`src/rtl/uart_pkg.sv`:
```
`default_nettype none
// ============================================================================
// Module   : uart_pkg
// Brief    : Shared UART state encoding, parity-type constants and defaults.
// Revision : 1.0
// ============================================================================
package uart_pkg;

  typedef enum logic [2:0] {
    IDLE   = 3'd0,
    START  = 3'd1,
    DATA   = 3'd2,
    PARITY = 3'd3,
    STOP   = 3'd4
  } uart_state_e;

  localparam logic PARITY_ODD  = 1'b1;
  localparam logic PARITY_EVEN = 1'b0;

  // 50 MHz system clock at 115200 baud
  localparam int DEFAULT_CLKS_PER_BIT = 434;

endpackage : uart_pkg
`default_nettype wire

```
`src/rtl/uart_tx_parity_if.sv`:
```
`default_nettype none
// ============================================================================
// Module   : uart_tx_parity_if
// Brief    : Host-side request/status bundle and TX line of the transmitter.
// Revision : 1.0
// ============================================================================
interface uart_tx_parity_if #(
  parameter int DATA_BITS = 8
);

  logic                 use_parity;
  logic                 parity_type;
  logic                 tx_start;
  logic [DATA_BITS-1:0] tx_data;
  logic                 tx_busy;
  logic                 tx_done;
  logic                 serial_out;

  modport master (
    output use_parity, parity_type, tx_start, tx_data,
    input  tx_busy, tx_done, serial_out
  );

  modport slave (
    input  use_parity, parity_type, tx_start, tx_data,
    output tx_busy, tx_done, serial_out
  );

endinterface : uart_tx_parity_if
`default_nettype wire

```
`src/rtl/uart_baud_counter.sv`:
```
`default_nettype none
// ============================================================================
// Module   : uart_baud_counter
// Brief    : Bit-period counter; bit_tick_o marks the last clock of each bit.
// Revision : 1.0
// ============================================================================
module uart_baud_counter
  import uart_pkg::*;
#(
  parameter int CLKS_PER_BIT = DEFAULT_CLKS_PER_BIT
) (
  input  logic clk,
  input  logic reset,
  input  logic clear_i,
  output logic bit_tick_o
);

  localparam int            CW       = $clog2(CLKS_PER_BIT);
  localparam logic [CW-1:0] LAST_CNT = CW'(CLKS_PER_BIT - 1);

  logic [CW-1:0] cnt_q, cnt_d;

  assign bit_tick_o = !clear_i && (cnt_q == LAST_CNT);

  always_comb begin
    cnt_d = cnt_q;
    if (clear_i || bit_tick_o) begin
      cnt_d = '0;
    end else begin
      cnt_d = cnt_q + 1'b1;
    end
  end

  always_ff @(posedge clk) begin
    if (reset) begin
      cnt_q <= '0;
    end else begin
      cnt_q <= cnt_d;
    end
  end

endmodule : uart_baud_counter
`default_nettype wire

```
`src/rtl/uart_tx_parity.sv`:
```
`default_nettype none
// ============================================================================
// Module   : uart_tx_parity
// Brief    : UART transmitter: start, LSB-first data, optional parity, stop.
// Revision : 1.0
// ============================================================================
module uart_tx_parity
  import uart_pkg::*;
#(
  parameter int CLKS_PER_BIT = DEFAULT_CLKS_PER_BIT,
  parameter int DATA_BITS    = 8
) (
  input  logic                 clk,
  input  logic                 reset,
  uart_tx_parity_if.slave      bus
);

  localparam int            BW       = $clog2(DATA_BITS);
  localparam logic [BW-1:0] LAST_BIT = BW'(DATA_BITS - 1);

  uart_state_e          state_q, state_d;
  logic [DATA_BITS-1:0] data_q, data_d;
  logic [DATA_BITS-1:0] shift_q, shift_d;
  logic [BW-1:0]        bit_q, bit_d;
  logic                 par_en_q, par_en_d;
  logic                 par_type_q, par_type_d;
  logic                 serial_q, serial_d;
  logic                 done_q, done_d;
  logic                 bit_tick;
  logic                 parity_bit;

  uart_baud_counter #(
    .CLKS_PER_BIT (CLKS_PER_BIT)
  ) u_baud (
    .clk        (clk),
    .reset      (reset),
    .clear_i    (state_q == IDLE),
    .bit_tick_o (bit_tick)
  );

  // Taken from the frozen copy of the byte, never the live input
  assign parity_bit = (^data_q) ^ (par_type_q == PARITY_ODD);

  assign bus.tx_busy    = (state_q != IDLE);
  assign bus.tx_done    = done_q;
  assign bus.serial_out = serial_q;

  always_comb begin
    state_d    = state_q;
    data_d     = data_q;
    shift_d    = shift_q;
    bit_d      = bit_q;
    par_en_d   = par_en_q;
    par_type_d = par_type_q;
    serial_d   = serial_q;
    done_d     = 1'b0;

    // serial_d always reflects the bit of the state being entered
    unique case (state_q)
      IDLE: begin
        serial_d = 1'b1;
        bit_d    = '0;
        if (bus.tx_start) begin
          state_d    = START;
          data_d     = bus.tx_data;
          shift_d    = bus.tx_data;
          par_en_d   = bus.use_parity;
          par_type_d = bus.parity_type;
          serial_d   = 1'b0;
        end
      end
      START: begin
        if (bit_tick) begin
          state_d  = DATA;
          serial_d = shift_q[0];
        end
      end
      DATA: begin
        if (bit_tick) begin
          if (bit_q == LAST_BIT) begin
            bit_d = '0;
            if (par_en_q) begin
              state_d  = PARITY;
              serial_d = parity_bit;
            end else begin
              state_d  = STOP;
              serial_d = 1'b1;
            end
          end else begin
            bit_d    = bit_q + 1'b1;
            shift_d  = shift_q >> 1;
            serial_d = shift_q[1];
          end
        end
      end
      PARITY: begin
        if (bit_tick) begin
          state_d  = STOP;
          serial_d = 1'b1;
        end
      end
      STOP: begin
        if (bit_tick) begin
          state_d  = IDLE;
          serial_d = 1'b1;
          done_d   = 1'b1;
        end
      end
      default: begin
        state_d  = IDLE;
        serial_d = 1'b1;
      end
    endcase
  end

  always_ff @(posedge clk) begin
    if (reset) begin
      state_q    <= IDLE;
      data_q     <= '0;
      shift_q    <= '0;
      bit_q      <= '0;
      par_en_q   <= 1'b0;
      par_type_q <= PARITY_EVEN;
      serial_q   <= 1'b1;
      done_q     <= 1'b0;
    end else begin
      state_q    <= state_d;
      data_q     <= data_d;
      shift_q    <= shift_d;
      bit_q      <= bit_d;
      par_en_q   <= par_en_d;
      par_type_q <= par_type_d;
      serial_q   <= serial_d;
      done_q     <= done_d;
    end
  end

endmodule : uart_tx_parity
`default_nettype wire

```
`src/flat_wrapper.sv`:
```
// flat-port wrapper written by rule: the top's interface ports become plain ports
module uart_tx_parity_flat import uart_pkg::*;
#(
  parameter int CLKS_PER_BIT = DEFAULT_CLKS_PER_BIT,
  parameter int DATA_BITS    = 8
)
  (clk, reset, bus_use_parity, bus_parity_type, bus_tx_start, bus_tx_data, bus_tx_busy, bus_tx_done, bus_serial_out);
  uart_tx_parity_if #(.DATA_BITS(DATA_BITS)) bus_i ();
  input  logic clk;
  input  logic reset;
  input wire logic [$bits(bus_i.use_parity)-1:0] bus_use_parity;
  input wire logic [$bits(bus_i.parity_type)-1:0] bus_parity_type;
  input wire logic [$bits(bus_i.tx_start)-1:0] bus_tx_start;
  input wire logic [$bits(bus_i.tx_data)-1:0] bus_tx_data;
  output wire logic [$bits(bus_i.tx_busy)-1:0] bus_tx_busy;
  output wire logic [$bits(bus_i.tx_done)-1:0] bus_tx_done;
  output wire logic [$bits(bus_i.serial_out)-1:0] bus_serial_out;
  assign bus_i.use_parity = bus_use_parity;
  assign bus_i.parity_type = bus_parity_type;
  assign bus_i.tx_start = bus_tx_start;
  assign bus_i.tx_data = bus_tx_data;
  assign bus_tx_busy = bus_i.tx_busy;
  assign bus_tx_done = bus_i.tx_done;
  assign bus_serial_out = bus_i.serial_out;
  uart_tx_parity #(.CLKS_PER_BIT(CLKS_PER_BIT), .DATA_BITS(DATA_BITS)) u_core (.clk(clk), .reset(reset), .bus(bus_i));
endmodule
```
`config.mk`:
```
export PLATFORM = sky130hd
export DESIGN_NAME = uart_tx_parity_flat
export DESIGN_NICKNAME = d
export VERILOG_FILES = /design/src/rtl/uart_pkg.sv /design/src/rtl/uart_tx_parity_if.sv /design/src/rtl/uart_baud_counter.sv /design/src/rtl/uart_tx_parity.sv /design/src/flat_wrapper.sv
export SDC_FILE = /design/constraint.sdc
export NUM_CORES = 1
export LEC_CHECK = 0
export ABC_AREA = 1
export CAP_MARGIN = 10
export CORE_MARGIN = 5
export CORE_UTILIZATION = 60
export DETAILED_ROUTE_END_ITERATION = 6
export GPL_ROUTABILITY_DRIVEN = 0
export PLACE_DENSITY = 0.88
export SETUP_SLACK_MARGIN = 0.15
export SYNTH_ARGS = -nofsm -noshare
export SYNTH_HDL_FRONTEND = slang
export SYNTH_SLANG_ARGS = --single-unit
export TNS_END_PERCENT = 100
```
`constraint.sdc`:
```
create_clock -name clk -period 4.2 [get_ports clk]
set_clock_uncertainty 0.15 [all_clocks]
set_input_delay 0.63 -clock clk [delete_from_list [all_inputs] [get_ports clk]]
set_output_delay 0.63 -clock clk [all_outputs]
set_load 0.05 [all_outputs]
```
======== Yosys cells after proc, flatten, opt, wreduce, memory -nomap -nowiden ========
Index checks and enable logic that the tools add are counted.
cells by class
  multiplexer cells ....................... 23
  eq/ne operators ......................... 14
  add/sub/neg operators ................... 2
  reduce and logical (&&, ||, !) cells .... 15
  bitwise operators ....................... 2
operator list
  kind                   count
  $mux W3                9
  $mux W8                3
  $pmux W8 S2            1
  $pmux W3 S5            1
  $ne A2 B2 Y1 const B   6
  $add A9 B1 Y9 const B  1
  $eq A9 B9 Y1 const B   1
  $reduce_xor A8 Y1      1
  $mux W1                7
  $eq A3 B2 Y1 const B   2
  $eq A3 B3 Y1 const B   2
  $pmux W3 S2            1
  $reduce_and A6 Y1      1
  $reduce_or A2 Y1       3
  $ne A2 B1 Y1 const B   2
  $pmux W1 S4            1
  $reduce_and A2 Y1      2
  $reduce_and A4 Y1      1
  $add A3 B1 Y3 const B  1
  $eq A3 B1 Y1 const B   1
  $logic_not A3 Y1       1
  $reduce_and A3 Y1      1
  $reduce_bool A3 Y1     1
  $reduce_bool A2 Y1     1
  other kinds (5)        5
word-level totals
  register bits after elaboration ......... 35
  output and inout bits ................... 3
  logic and storage cells ................. 65
  input port bits ......................... 13

======== Depth between registers and ports, before layout ========
Gate-level depths: netlist (run 1).
  depth in word-level cells ............... 6
  mapped depth ............................ 12
  mapped depth without buffers ............ 12

======== Hierarchy ========
From an unflattened synthesis (run 1), not the netlist that was laid out.
unflattened totals
  cell total of the unflattened synthesis .. 266
  area, all modules ....................... 1,809.2 um^2
modules (own cells, without submodules)
  module             cells an instance  area each (um^2)  sequential area each (um^2)  times used
  uart_tx_parity     200                1,360.1           520.5                        1
  uart_baud_counter  66                 449.2             180.2                        1

======== Least setup slack after synthesis (run 1) ========
OpenSTA, ideal clock, no wires.
  path kind ............................... input-to-reg
  start point ............................. input port reset
  end point ............................... register u_core.shift_q[0]
  path slack .............................. 2,511 ps
  setup time .............................. 119 ps
  cell stages on the path ................. 5
  arrival ................................. 1,419 ps
  data required time ...................... 3,931 ps
  buffers on the path ..................... 2
  cells stage by stage .................... clkbuf_1 -> clkinv_1 -> buf_1 -> o21ai_0 -> a21oi_1
RTL lines
  item                  RTL line               text
  from (decl)           flat_wrapper.sv:10     input logic reset;
  to (signal assigned)  uart_tx_parity.sv:129  shift_q <= shift_d;
  to (decl)             uart_tx_parity.sv:23   logic [DATA_BITS-1:0] shift_q, shift_d;

======== Final worst setup path (run 1) ========
  start point ............................. register u_core.state_q[0]
  end point ............................... output port bus_tx_busy
on the way
  word-level cells in the longest chain between the ends .. 1
ends and longest elaborated chain
  item                    RTL line               text
  from (decl)             uart_tx_parity.sv:21   uart_state_e state_q, state_d;
  from (signal assigned)  uart_tx_parity.sv:127  state_q <= state_d;
  $reduce_bool A3 Y1      uart_tx_parity.sv:44   assign bus.tx_busy = (state_q != IDLE);
  to (decl)               flat_wrapper.sv:15     output wire logic [$bits(bus_i.tx_busy)-1:0] bus_tx_busy;
No other way between the ends.

==> results of run 1 <==
## area by class of cell
cell class	count	area, sq um
Fill cell	219	812
Clock buffer	6	41.3
Sequential cell	35	701
Multi-Input combinational cell	163	848
Inverter	39	154
Tap cell	31	38.8
Clock inverter	2	12.5
Timing Repair Buffer	15	150
## cell usage after synthesis, drive strengths merged, types with 3 or more instances
cell type  number  share of area
nand2          57           0.13
ha              4          0.029
dfxtp          35           0.40
nand3          14          0.040
nand4           3          0.011
nor2           18          0.063
o21ai          29          0.088
inv            38          0.086
a21oi          26          0.075
xor2            3          0.015
buf             4          0.018
## per-stage QoR
step | utilization | worst slack, ns | total power [mW] | std cells | hold slack [ns]
finish | 0.706 | 1.49 | 1.16 | 291 | 0.305
global route | 0.706 | 1.41 | 1.27 | 291 | 0.334
CTS | 0.706 | 1.47 | 1.17 | 291 | 0.308
detailed placement | 0.686 | 1.69 | 0.991 | 283 | 0.292
global placement | 0.686 | 1.75 | 0.980 | 283 | 0.288
floorplan | - | 2.51 | 0.900 | 242 | 0.275
## power by group through the flow
| stage | registers [mW] | clock network, mW | logic (mW) |
|---|---|---|---|
| 2_1_floorplan | 0.475 | 0 | 0.425 |
| 3_3_place_gp | 0.464 | 0 | 0.516 |
| 3_5_place_dp | 0.466 | 0 | 0.525 |
| 4_1_cts | 0.458 | 0.181 | 0.527 |
| 5_1_grt | 0.468 | 0.197 | 0.600 |
| 6_report | 0.458 | 0.174 | 0.526 |
## flip-flops by register name, summed over array words and instances (netlist names)
name / count
u_core.bus.tx_done: 1
u_core.shift_q: 8
u_core.bus.serial_out: 1
u_core.u_baud.cnt_q: 9
u_core.bit_q: 3
u_core.par_en_q: 1
u_core.par_type_q: 1
u_core.state_q: 3
u_core.data_q: 8
## logic make-up (layout without fill, tap and decap cells)
| group | after synthesis | in the layout | share of synthesized area |
|---|---|---|---|
| flip-flops | 35 | 35 | 0.403 |
| buffers and inverters | 44 | 62 | 0.109 |
| AND/OR/NAND/NOR | 96 | 96 | 0.258 |
| XOR/XNOR | 5 | 5 | 0.0252 |
| adder cells (fa/ha/maj) | 4 | 4 | 0.0288 |
| AO/OA/AOI/OAI | 58 | 58 | 0.176 |
## cells in the final DEF (no fill, tap or decap), types with 3 or more instances in the layout
master,count
sky130_fd_sc_hd__o21ai_1,5
sky130_fd_sc_hd__dfxtp_1,35
sky130_fd_sc_hd__nand3_1,14
sky130_fd_sc_hd__inv_1,31
sky130_fd_sc_hd__clkdlybuf4s50_1,15
sky130_fd_sc_hd__nand4_1,3
sky130_fd_sc_hd__nor2_1,13
sky130_fd_sc_hd__ha_1,4
sky130_fd_sc_hd__xor2_1,3
sky130_fd_sc_hd__inv_2,5
sky130_fd_sc_hd__a21oi_1,26
sky130_fd_sc_hd__nor2_4,3
sky130_fd_sc_hd__nand2_1,55
sky130_fd_sc_hd__o21ai_0,22
sky130_fd_sc_hd__clkbuf_4,5
## worst register-to-register path, stage by stage (launching register included)
cell and delay (ns):
sky130_fd_sc_hd__dfxtp_1 0.39, sky130_fd_sc_hd__ha_1 0.18, sky130_fd_sc_hd__nand2_1 0.05, sky130_fd_sc_hd__nor2_1 0.10
sky130_fd_sc_hd__nand4_1 0.25, sky130_fd_sc_hd__nand2_1 0.20, sky130_fd_sc_hd__inv_2 0.05, sky130_fd_sc_hd__o21ai_2 0.11
sky130_fd_sc_hd__nand2_1 0.11, sky130_fd_sc_hd__nand2_1 0.07, sky130_fd_sc_hd__a21oi_1 0.06
## worst max-delay path by stage
stage / end / from / cells past startpoint
floorplan: u_core.shift_q[0]$_SDFFE_PP0P_ / reset / 5
global placement: u_core.u_baud.cnt_q[8]$_SDFF_PP0_ / reset / 4
detailed placement: u_core.u_baud.cnt_q[8]$_SDFF_PP0_ / reset / 4
CTS: bus_tx_busy / u_core.state_q[0]$_SDFFE_PP0P_ / 5
global route: bus_tx_busy / u_core.state_q[0]$_SDFFE_PP0P_ / 5
finish: bus_tx_busy / u_core.state_q[0]$_SDFFE_PP0P_ / 5
## routing by layer
layer	track usage	part of all wire	vias to the layer above
met5	0	0	-
met2	0.246	0.45	27
li1	-	-	816
met1	0.223	0.50	620
met3	0.0560	0.045	4
met4	0.0519	0.0083	0
==> results.md, run 1 <==
| Result | This run |
|---|---|
| Number of ports placed on the die boundary | 16 |
| H-tree lvl count | 2 |
| Overall routed net length | 3150 microns |
| Setup TNS | 0 ns |
| Count of final max-slew check failures | 0 |
| Capturing point of the worst reg2reg path | u_core.state_q[0]$_SDFFE_PP0P_ |
| DR vias | 1,467 |
| Placed wire-length estimate after detailed placement | 2430 microns |
| Share of power burned in combinational logic | 0.454 |
| Maximum clock frequency | 368 MHz |
| Total congestion overflow | 0 |
| Via-per-instance ratio | 5.04 |
| Sequence of cells on the critical path | nor2_4, inv_2, nor2_4, inv_6, clkdlybuf4s50_1 |
| Buffers & Inverters on Critical Path | 3 |
| Global-route wire length before repair | 5490 microns |
| Routed WL per cell | 10.8 microns |
| Kind of end point of the critical path | primary output |
| Cell area after synthesis | 1740 sq um |
| TritonCTS clock tree | yes |
| Number of global-route vias before repair | 1,256 |
| Total global routing track utilization | 0.165 |
| Initial DRT Pass Iterations | 4 |
| Ratio of total power to cell area | 595 nW/um^2 |
| Final Hold Viols | 0 |
| Area Overhead vs Synth | 12.0% |
| Hold Path Cell Cnt | 2 |
| Core Footprint | 2760 sq um |
| Area post-placement | 1890 sq um |
| Post-route design area | 1950 sq um |
| Antenna Violating Nets Remaining | 0 |
| CTS Root Cell | sky130_fd_sc_hd__clkbuf_4 |
| Worst slew margin | 0.663 |
| Port Buffers | 15 |
| Total number of placement rows | 19 |
| Number of enable-type register cells in the synthesized netlist | 0 |
| Post-cts repair resize count | 0 |
| Total of hold buffers inserted after clock tree synthesis | 0 |
| Share of total power in the clock network | 0.150 |
| Chip Width | 63.8 microns |
| Start point of the worst hold path | u_core.shift_q[6]$_SDFFE_PP0P_ |
| Cells on worst reg2reg path | 10 |
| Leakage component of the power | 0.822 nW |
| Most numerous cell on the critical path | sky130_fd_sc_hd__nor2_4 |
| Worst stage delay on the critical path | 0.80 ns |
| Switching part of the total | 0.438 |
| Mean post-synth cell area | 7.18 sq um |
| Clock Path Buffers | 2 |
| Period Utilization, post-route | 0.646 |
| Highest fanout seen on the critical path | 6 |
| Starting Density | 0.630 |
| Initial antenna violation count | 0 |
| # Max-Cap Violations | 0 |
| Number of CTS-inserted buffers | 5 |
| Vertical extent of the die | 63.8 microns |
| Mapped Nets | 259 |
| Worst flop-to-flop path startpoint | u_core.u_baud.cnt_q[0]$_SDFF_PP0_ |
| Final Critical Period | 2.71 ns |
| Share of cells above drive strength 1 | 0.0962 |
| N_diodes | 0 |
| Clk slew on worst S/H paths | 0.10 ns |
| Worst IR drop on VDD | 0.000558 V |
| Count of clock tree sinks | 35 |
| Instance count of the mapped netlist | 242 |
| Primary flip-flop cell chosen by synthesis mapping | sky130_fd_sc_hd__dfxtp_1 |
| Distinct cell type count of the synthesized netlist | 32 |
| Sequential fraction of the synthesis area | 0.403 |
| Kind of launch point of the worst setup path | flop |
| Switching component of the power | 507 uW |
| Largest net degree at the start of global routing | 20 |
| Arrival time worst endpoint | 1.93 ns |
| Fin nets | 276 |
| RSZ-0062 raised after global routing | false |
| Total Die Area | 4070 sq um |
| Post-synthesis async set-or-reset flop share | 0 |
| Top Family by Delay on Critical Path | buffers and inverters |
| Sequential power share | 0.395 |
| Min-Delay Endpoint | u_core.shift_q[6]$_SDFFE_PP0P_ |
| CP max stage cell | sky130_fd_sc_hd__clkdlybuf4s50_1 |
| Worst-margin pin slew | 0.504 ns |
| Number of violations reported at the end of detailed-routing iteration 0 | 56 |
| Reg-to-reg setup timing slack | 2.39 ns |
| Status | finished clean |
| Required time of the worst setup path | 3.42 ns |
| Final count of negative-setup-slack endpoints | 0 |
| Insertion delay to the later sink of the worst-skew pair | 0.33 ns |
| Total internal power | 651 uW |
| Critical setup path kind | flop to primary output |
| Number of remaining DRC errors | 0 |
| Post-CTS repair timing setup buffer count | 0 |
| Worst min-delay path class | flop to flop |
| Total number of yosys warnings | 0 |
| FF+latch count, synth | 35 |
No activity file was read; power rests on OpenSTA's default activity.
==> run 2: changes to the inputs <==
--- a/config.mk
+++ b/config.mk
@@ -8,10 +8,10 @@
 export ABC_AREA = 1
 export CAP_MARGIN = 10
 export CORE_MARGIN = 5
-export CORE_UTILIZATION = 60
+export CORE_UTILIZATION = 56
 export DETAILED_ROUTE_END_ITERATION = 6
 export GPL_ROUTABILITY_DRIVEN = 0
-export PLACE_DENSITY = 0.88
+export PLACE_DENSITY = 0.83
 export SETUP_SLACK_MARGIN = 0.15
 export SYNTH_ARGS = -nofsm -noshare
 export SYNTH_HDL_FRONTEND = slang
==> constraint.sdc (replaced) <==
create_clock -name clk -period 2.6 [get_ports clk]
set_clock_uncertainty 0.15 [all_clocks]
set_input_delay 0.39 -clock clk [delete_from_list [all_inputs] [get_ports clk]]
set_output_delay 0.39 -clock clk [all_outputs]
set_load 0.05 [all_outputs]
==> run 2 against run 1 <==
Compared with the run above:
- via count is 3.7% higher
- wire length is 2.6% higher
- largest power group unchanged
- sequential power is 62% higher
- die area is 6.0% higher
- count of clock-buffer cells in the layout is 2 higher
- combinational power is 60% higher
==> results.md, run 2 (same netlist as run 1, synthesis figures left out) <==
| Result | This run | Delta |
|---|---|---|
| Kind of end point of the critical path | primary output |  |
| H-tree lvl count | 2 | unchanged |
| Reg-to-reg setup timing slack | 0.75 ns | -1.64 ns |
| Total global routing track utilization | 0.176 | +0.0108 |
| Required time of the worst setup path | 2.06 ns | -1.36 ns |
| Final Critical Period | 2.22 ns |  |
| Overall routed net length | 3230 microns | +2.6% |
| Share of cells above drive strength 1 | 0.0996 | +0.00346 |
| Period Utilization, post-route | 0.853 |  |
| CTS Root Cell | sky130_fd_sc_hd__clkbuf_4 |  |
| RSZ-0062 raised after global routing | false |  |
| Arrival time worst endpoint | 1.68 ns | -0.25 ns |
| Worst stage delay on the critical path | 0.53 ns | -0.27 ns |
| Layout filler cell count | 267 | +22% |
| Power Total | 1.92 mW | +66% |
| Flip-flop count of the largest register, all copies and words added | 9 | unchanged |
| Global-route wire length before repair | 5900 microns | +7.4% |
| Placed wire-length estimate after detailed placement | 2440 microns | +0.37% |
| Via-per-instance ratio | 5.18 | +2.7% |
| Maximum clock frequency | 451 MHz |  |
| N_diodes | 0 | unchanged |
| Total congestion overflow | 0 | unchanged |
| Post-route design area | 1970 sq um | +1.2% |
| Highest fanout seen on the critical path | 6 | unchanged |
| Area post-placement | 1900 sq um | +0.53% |
| Critical setup path kind | flop to primary output |  |
| Area used by sequential logic in the layout | 701 sq um | unchanged |
| Minimum setup slack after placement | 0.487 ns | -1.20 ns |
| Top Family by Delay on Critical Path | buffers and inverters |  |
| # Max-Cap Violations | 0 | unchanged |
| Number of global-route vias before repair | 1,444 | +15% |
| Post-CTS repair timing setup buffer count | 0 | unchanged |
| Multi-input logic area | 848 sq um | unchanged |
| Largest net degree at the start of global routing | 19 | -5.0% |
| TritonCTS clock tree | yes |  |
| Antenna Violating Nets Remaining | 0 | unchanged |
| Worst-margin pin slew | 0.490 ns | -0.0143 ns |
| Starting Density | 0.579 | -0.0515 |
| Number of violations reported at the end of detailed-routing iteration 0 | 77 | +38% |
| Worst IR drop on VDD | 0.000623 V | +12% |
| Count of final max-slew check failures | 0 | unchanged |
| Fin nets | 277 | +0.36% |
| Worst setup slack after layout | 0.381 ns | -1.10 ns |
| Initial antenna violation count | 0 | unchanged |
| Setup TNS | 0 ns | unchanged |
| Final Hold Viols | 0 | unchanged |
| Commonest non-fill, non-tap cells in the layout | sky130_fd_sc_hd__nand2_1 (55), sky130_fd_sc_hd__dfxtp_1 (35), sky130_fd_sc_hd__inv_1 (31) |  |
| Worst slew margin | 0.673 | +0.00956 |
| Kind of launch point of the worst setup path | flop |  |
| Number of remaining DRC errors | 0 | unchanged |
| Most common cell after layout, fill and taps aside | sky130_fd_sc_hd__nand2_1 |  |
| Core Footprint | 3000 sq um | +8.9% |
| Vertical extent of the die | 65.7 microns | +3.0% |
| Insertion delay to the later sink of the worst-skew pair | 0.33 ns | about the same |
| Leakage component of the power | 0.840 nW | +2.2% |
| Total of hold buffers inserted after clock tree synthesis | 0 | unchanged |
| CP max stage cell | sky130_fd_sc_hd__dlygate4sd2_1 |  |
| Worst min-delay path class | flop to flop |  |
| Initial DRT Pass Iterations | 4 | unchanged |
| Largest regs | u_core.u_baud.cnt_q x9, u_core.data_q x8, u_core.shift_q x8 |  |
| Clk slew on worst S/H paths | 0.10 ns | about the same |
| Count of clock tree sinks | 35 | unchanged |
| Most numerous cell on the critical path | sky130_fd_sc_hd__nor2_4 |  |
| Status | finished clean |  |
| DR vias | 1,522 | +3.7% |
| Number of CTS-inserted buffers | 5 | unchanged |
| Sequence of cells on the critical path | nor2_4, inv_2, nor2_4, inv_6, dlygate4sd2_1 |  |
| Post-route insts no fill | 294 | +1.0% |
| Number of ports placed on the die boundary | 16 | unchanged |
| Total Die Area | 4320 sq um | +6.0% |
| Number of placed instances, taps included | 286 | +1.1% |
| Port Buffers | 15 | unchanged |
| Clock Path Buffers | 2 | unchanged |
| Total number of placement rows | 20 | +1 |
| Area Overhead vs Synth | 13.3% |  |
| Buffers & Inverters on Critical Path | 3 | unchanged |
| Routed WL per cell | 11.0 microns | +1.6% |
| Largest register by flop count | u_core.u_baud.cnt_q |  |
| Final count of negative-setup-slack endpoints | 0 | unchanged |
| Chip Width | 65.7 microns | +3.0% |
| Ratio of total power to cell area | 975 nW/um^2 | +64% |
run 2: worst min-delay path, cell delays in order, from the launching register on:
cell                      delay [ns]
sky130_fd_sc_hd__dfxtp_1        0.31
sky130_fd_sc_hd__inv_1          0.05
sky130_fd_sc_hd__a21oi_1        0.06
run 2: stage by stage:
step | util | hold WS [ns]
finish | 0.656 | 0.305
CTS | 0.656 | 0.305
global route | 0.656 | 0.343
floorplan | - | 0.275
detailed placement | 0.633 | 0.291
global placement | 0.633 | 0.284
run 2: per-layer routing:
metal / vias up / GRT usage / wire (microns)
met2: 13 / 0.303 / 1610
met3: 5 / 0.0462 / 95
met4: 0 / 0.0725 / 56
met1: 692 / 0.204 / 1470
li1: 812 / - / -
met5: - / 0 / 0
run 2: worst paths after layout:
path | startpoint | end | depth (start not counted)
setup / recovery | u_core.state_q[0]$_SDFFE_PP0P_ | bus_tx_busy | 5
hold / removal | u_core.shift_q[4]$_SDFFE_PP0P_ | u_core.shift_q[4]$_SDFFE_PP0P_ | 2
setup reg to reg | u_core.u_baud.cnt_q[0]$_SDFF_PP0_ | u_core.state_q[0]$_SDFFE_PP0P_ | 10
hold reg to reg | u_core.shift_q[4]$_SDFFE_PP0P_ | u_core.shift_q[4]$_SDFFE_PP0P_ | 2
run 2: repair_timing:
action,in CTS,in global routing
hold endpoints to repair,0,0
resized for setup,1,0
setup endpoints to repair,1,0
run 2: area by class of cell:
type | count | share of cell area
sequential | 35 | 0.356
multi-input combinational | 163 | 0.431
inverter | 39 | 0.0781
tap | 33 | 0.0210
clock buffer | 8 | 0.0349
timing repair buffer | 16 | 0.0794
run 2: where the power goes:
group | switching [mW] | internal [mW]
Clock | 0.176 | 0.159
Sequential | 0.0804 | 0.661
Combinational | 0.565 | 0.278
Total | 0.822 | 1.10
==> run 3: changes to the inputs <==
--- a/config.mk
+++ b/config.mk
@@ -9,6 +9,7 @@
 export CAP_MARGIN = 10
 export CORE_MARGIN = 5
 export CORE_UTILIZATION = 56
+export CTS_CLUSTER_SIZE = 8
 export DETAILED_ROUTE_END_ITERATION = 6
 export GPL_ROUTABILITY_DRIVEN = 0
 export PLACE_DENSITY = 0.83
==> results of run 3 <==
No change in the layout: final DEF, timing and power equal those of run 2.
